File: src/rtl/store_buffer.sv
// store_buffer
//   Write buffer between the write-through data cache and data memory.
//   Stores are accepted in one cycle into a DEPTH-entry FIFO and drained to
//   memory one entry at a time through a mem_req/mem_ack handshake. Loads are
//   compared (word granularity) against every pending entry to report
//   read-after-write hazards.
//
// Parameters
//   ADDR_WIDTH  address width
//   DATA_WIDTH  data width
//   DEPTH       FIFO entries (power of two, >= 2)
//
// Ports
//   clk, rst_n                 clock, synchronous active-low reset
//   st_valid/st_ready          store handshake from the cache write path
//   st_addr/st_data/st_mode    store byte address, data, address mode
//   ld_valid/ld_addr           load in memory stage
//   ld_conflict                load word overlaps a pending store
//   mem_req/mem_ack            head write handshake towards data memory
//   mem_addr/mem_wd/mem_mode   head entry (zero while no write is requested)
//   count/empty                occupancy
//
// Build option
//   STORE_FWD_EN  when defined, adds ld_fwd_valid/ld_fwd_data: a load whose
//                 newest matching entry is a word store gets that data
//                 forwarded instead of a conflict.
module store_buffer #(
  parameter int ADDR_WIDTH = 32,
  parameter int DATA_WIDTH = 32,
  parameter int DEPTH      = 4
) (
  input  logic                    clk,
  input  logic                    rst_n,
  input  logic                    st_valid,
  output logic                    st_ready,
  input  logic [ADDR_WIDTH-1:0]   st_addr,
  input  logic [DATA_WIDTH-1:0]   st_data,
  input  logic [2:0]              st_mode,
  input  logic                    ld_valid,
  input  logic [ADDR_WIDTH-1:0]   ld_addr,
  output logic                    ld_conflict,
  output logic                    mem_req,
  input  logic                    mem_ack,
  output logic [ADDR_WIDTH-1:0]   mem_addr,
  output logic [DATA_WIDTH-1:0]   mem_wd,
  output logic [2:0]              mem_mode,
  output logic [$clog2(DEPTH):0]  count,
`ifdef STORE_FWD_EN
  output logic                    ld_fwd_valid,
  output logic [DATA_WIDTH-1:0]   ld_fwd_data,
`endif
  output logic                    empty
);

  localparam int PTR_W = $clog2(DEPTH);
  localparam int CNT_W = PTR_W + 1;

  // Word-store encoding of the address mode field (sb=000, sh=001, sw=010).
  localparam logic [2:0] MODE_WORD = 3'b010;

  typedef enum logic {
    S_IDLE,
    S_WRITE
  } state_t;

  state_t                  state_q, state_d;
  logic [PTR_W-1:0]        head_q, head_d;
  logic [PTR_W-1:0]        tail_q, tail_d;
  logic [CNT_W-1:0]        count_q, count_d;
  logic [DEPTH-1:0]        valid_q, valid_d;
  logic [ADDR_WIDTH-1:0]   addr_q [DEPTH];
  logic [ADDR_WIDTH-1:0]   addr_d [DEPTH];
  logic [DATA_WIDTH-1:0]   data_q [DEPTH];
  logic [DATA_WIDTH-1:0]   data_d [DEPTH];
  logic [2:0]              mode_q [DEPTH];
  logic [2:0]              mode_d [DEPTH];

  logic                    enq;
  logic                    deq;
  logic [DEPTH-1:0]        match;

  // Byte offset is irrelevant for word-granular hazard detection.
  logic [1:0]              unused_ld_offset;
  assign unused_ld_offset = ld_addr[1:0];

  assign st_ready = (count_q < CNT_W'(DEPTH));
  assign empty    = (count_q == '0);
  assign count    = count_q;
  assign mem_req  = (state_q == S_WRITE);
  assign mem_addr = mem_req ? addr_q[head_q] : '0;
  assign mem_wd   = mem_req ? data_q[head_q] : '0;
  assign mem_mode = mem_req ? mode_q[head_q] : '0;

  // FIFO storage and pointers. With 0 < count < DEPTH the head and tail slots
  // differ, so a simultaneous enqueue and dequeue never touch the same entry.
  always_comb begin
    enq     = st_valid && st_ready;
    deq     = (state_q == S_WRITE) && mem_ack;
    head_d  = head_q;
    tail_d  = tail_q;
    valid_d = valid_q;
    addr_d  = addr_q;
    data_d  = data_q;
    mode_d  = mode_q;
    if (enq) begin
      addr_d[tail_q]  = st_addr;
      data_d[tail_q]  = st_data;
      mode_d[tail_q]  = st_mode;
      valid_d[tail_q] = 1'b1;
      tail_d          = tail_q + 1'b1;
    end
    if (deq) begin
      valid_d[head_q] = 1'b0;
      head_d          = head_q + 1'b1;
    end
    count_d = count_q + CNT_W'(enq) - CNT_W'(deq);
  end

  // Drain FSM
  //   state   | meaning
  //   S_IDLE  | nothing requested; leave when the registered count is nonzero
  //   S_WRITE | mem_req high, head entry on mem_*; leave when the last entry
  //           | is acknowledged and no store arrives in the same cycle
  always_comb begin
    state_d = state_q;
    case (state_q)
      S_IDLE:  if (count_q != '0) state_d = S_WRITE;
      S_WRITE: if (deq && (count_d == '0)) state_d = S_IDLE;
      default: state_d = S_IDLE;
    endcase
  end

  always_comb begin
    for (int i = 0; i < DEPTH; i++) begin
      match[i] = valid_q[i] &&
                 (addr_q[i][ADDR_WIDTH-1:2] == ld_addr[ADDR_WIDTH-1:2]);
    end
  end

`ifdef STORE_FWD_EN
  logic                  hit;
  logic                  hit_word;
  logic [DATA_WIDTH-1:0] hit_data;
  logic [PTR_W-1:0]      idx;

  // Valid entries are contiguous from head, so walking oldest to newest and
  // letting later matches overwrite earlier ones selects the newest store.
  always_comb begin
    hit      = 1'b0;
    hit_word = 1'b0;
    hit_data = '0;
    idx      = '0;
    for (int k = 0; k < DEPTH; k++) begin
      idx = head_q + PTR_W'(k);
      if (match[idx]) begin
        hit      = 1'b1;
        hit_word = (mode_q[idx] == MODE_WORD);
        hit_data = data_q[idx];
      end
    end
  end

  assign ld_fwd_valid = ld_valid && hit && hit_word;
  assign ld_fwd_data  = ld_fwd_valid ? hit_data : '0;
  assign ld_conflict  = ld_valid && hit && !hit_word;
`else
  assign ld_conflict  = ld_valid && (|match);
`endif

  always_ff @(posedge clk) begin
    if (!rst_n) begin
      state_q <= S_IDLE;
      head_q  <= '0;
      tail_q  <= '0;
      count_q <= '0;
      valid_q <= '0;
      for (int i = 0; i < DEPTH; i++) begin
        addr_q[i] <= '0;
        data_q[i] <= '0;
        mode_q[i] <= '0;
      end
    end else begin
      state_q <= state_d;
      head_q  <= head_d;
      tail_q  <= tail_d;
      count_q <= count_d;
      valid_q <= valid_d;
      addr_q  <= addr_d;
      data_q  <= data_d;
      mode_q  <= mode_d;
    end
  end

endmodule

File: config.mk
export PLATFORM = sky130hd
export DESIGN_NAME = store_buffer
export DESIGN_NICKNAME = d
export VERILOG_FILES = /design/src/rtl/store_buffer.sv
export SDC_FILE = /design/constraint.sdc
export NUM_CORES = 1
export LEC_CHECK = 0
export ABC_AREA = 1
export BUFFER_PORTS_ARGS = -buffer_cell sky130_fd_sc_hd__buf_2
export CAP_MARGIN = 20
export CORE_MARGIN = 4
export CORE_UTILIZATION = 45
export DETAILED_ROUTE_END_ITERATION = 10
export PLACE_DENSITY = 0.67
export SYNTH_ARGS = -nofsm -noshare
export SYNTH_HDL_FRONTEND = slang
export SYNTH_SLANG_ARGS = --single-unit
File: constraint.sdc
create_clock -name clk -period 2.55 [get_ports clk]
set_input_delay 0.1275 -clock clk [delete_from_list [all_inputs] [get_ports clk]]
set_output_delay 0.1275 -clock clk [all_outputs]
set_load 0.005 [all_outputs]
==> impl_metrics.tcl <==
set metrics [dict create \
    r2r-start "mem_req" \
    ir_drop_v 0.0005405 \
    tightest_slew_ps 1039 \
    synth_fp_nets 2182 \
    final_cell_mix "a21oi_1, nand2_1, o21ai_0" \
    met2_usage_pct 46.40 \
    fin_ws_ps 160.6 \
    grt_pass1_vias 13460 \
    synth.area.top_cells "dfxtp_1, a21oi_1, o21ai_0" \
    finClkSkew_ps 22.68 \
    grt_max_degree 191 \
    cts.path.max_buffers 3 \
    ys_warn_count 0 \
    dr.pass1.iters 6 \
    met1_usage_pct 34.37 \
    grt.overflow.total 0 \
    powerDensity_nw_per_um2 818.6 \
    synth_top_area_share_pct 39.81 \
    hold_depth 3 \
    maxSlewHeadroom_pct 30.71 \
    nets 2337 \
    crit_path_end_kind "primary output" \
    drv_cap 0 \
    die_h_um 184.9 \
    grt_usage_pct 27.02 \
    finalWeightedCongestion 0.9788 \
    setup_violations 0 \
    start_kind "register" \
    worstPathMaxFanout 40 \
    clock-sinks 280 \
    synth_cell_type_count 28 \
    seq_area_frac_synth_pct 39.81 \
    worstHoldStart "rst_n" \
    hold_viol 0 \
    hpwl_um 30970 \
    postRouteAntennaNets 0 \
    die-area_um2 34180 \
    grt_pass1_wl_um 73770 \
    final_common_cell "a21oi_1" \
    wl_per_cell_um 18.22 \
    portBuffers 175 \
    grt_use_met3_pct 3.633 \
    reg2reg_to "mem_req" \
    ctsResizeCount 0 \
    syn_area_um2 14080 \
    worstPathRequired_ps 2420 \
    holdPathEnd "data_q[18]" \
    status "finished clean" \
    cts_hold_buf 69 \
    root_buffer "clkbuf_16" \
    placed_area_um2 15130 \
    numCtsBuffers 31 \
    num_vias 14460 \
    setup_tns_ps 0 \
    areaGrowthSynthToFinish_pct 20.05 \
    fin_area_um2 16900 \
    cts_tree "yes" \
    synth_area_per_cell_um2 6.808 \
    critPathArrivalTime_ps 2260 \
    grt.busiest_layer "met2" \
    drv_slew 0 \
    dp_slack_ps 469.5 \
    post_cts_buffers 0 \
    hp-class "primary input to register" \
    synth-seq-cells 280 \
    drive_above_1_share_pct 13.00 \
    totalWireLength_um 48220 \
    core_region_area_um2 30750 \
    p_leak_nw 6.654 \
    routed_via_density 5.461 \
    post-route-min-period_ps 2389 \
    cts_htree_levels 1 \
    rows 64 \
    drc_errors 0 \
    fin_crit_sh_pct 93.70 \
    hold_ws_ps 48.10 \
    syn_inst 2068 \
    drt_iter0_markers 1258 \
    antenna_found_initial 4 \
    path_class "register to primary output" \
    rr_worst_depth 10 \
    rsz0062_at_grt "no" \
    ios 178 \
    r2r_slack_ps 340 \
    clk_pin_slew_worst_paths_ps 60 \
    yosysTopAreaCell "dfxtp_1" \
    clkLatencyLatePin_ps 590 \
    start_util_pct 45.79 \
    die_w_um 184.9 \
    fmax_ghz 0.4185 \
]
-- layer usage --
layer  vias up  routed length, um
li1       7110                  -
met3       112               3325
met5         -                  0
met4         0               2146
met2       570              23130
met1      6664              19620
-- stage by stage --
step                      instances  power, mW  utilization, %
after floorplan                2068      7.659               -
after global placement         2517      8.998           49.21
after detailed placement       2517      9.082           49.21
after CTS                      2643      13.85           54.94
after global routing           2647      14.50           54.97
final                          2647      13.84           54.97
-- how the worst max path moves through the flow --
stage / startpoint / end / slack, ps / cells after the start
2_1_floorplan: count[2] / mem_req / 600 / 11
3_3_place_gp: mem_req / mem_req / 470 / 10
3_5_place_dp: mem_req / mem_req / 470 / 10
6_report: head_q[0] / mem_addr[10] / 160 / 4
4_1_cts: head_q[0] / mem_addr[29] / 210 / 6
5_1_grt: head_q[0] / mem_addr[10] / 80 / 4
-- critical path, cell delays in order (launching register included) --
cell and delay, ps:
dfxtp_4 510, buf_4 460, o21ai_0 240, a21oi_1 280, buf_2 170
-- sequential cells by signal, indices dropped and copies added, names as in the netlist --
| name | flops |
|---|---|
| valid_q | 4 |
| data_q | 128 |
| tail_q | 2 |
| mode_q | 12 |
| addr_q | 128 |
| mem_req | 1 |
| head_q | 2 |
| count | 3 |
-- area by class of cell --
class | instances | area [um^2]
Antenna cell | 4 | 10.01
Fill cell | 3076 | 13850
Sequential cell | 280 | 5610
Clock inverter | 11 | 147.6
Clock buffer | 46 | 923.4
Inverter | 266 | 1006
Timing Repair Buffer | 274 | 1982
Tap cell | 396 | 495.5
Multi-Input combinational cell | 1370 | 6728
-- report_power, final --
group | internal, mW | switching [mW] | total, mW
registers | 4.86 | 0.285 | 5.15
clock network | 2.80 | 1.89 | 4.70
logic | 1.35 | 2.64 | 3.99
-- cell families after synthesis --
kind of cell	count (synthesis)	synth area share (%)
adder cells (fa/ha/maj)	10	0.9420
buffers and inverters	418	12.51
XOR/XNOR	35	2.177
AND/OR/NAND/NOR	521	15.25
flip-flops	280	39.81
AO/OA/AOI/OAI	804	29.31
-- synth_stat cells --
library cell,number
ha_1,9
o21ai_0,279
clkbuf_2,3
buf_6,8
nand2_1,359
buf_4,22
a211oi_1,2
nor2_1,46
inv_1,260
nand3_1,90
xor2_1,6
a21oi_1,457
clkbuf_1,85
a21oi_2,20
buf_1,1
a221oi_2,2
nand4_1,20
nand2_2,2
nand2_4,3
buf_2,33
inv_6,1
dfxtp_1,280
xnor2_1,29
inv_2,5
a21boi_0,1
o21ai_1,43
nor3_1,1
fa_1,1
(Power assumes the default switching activity.)
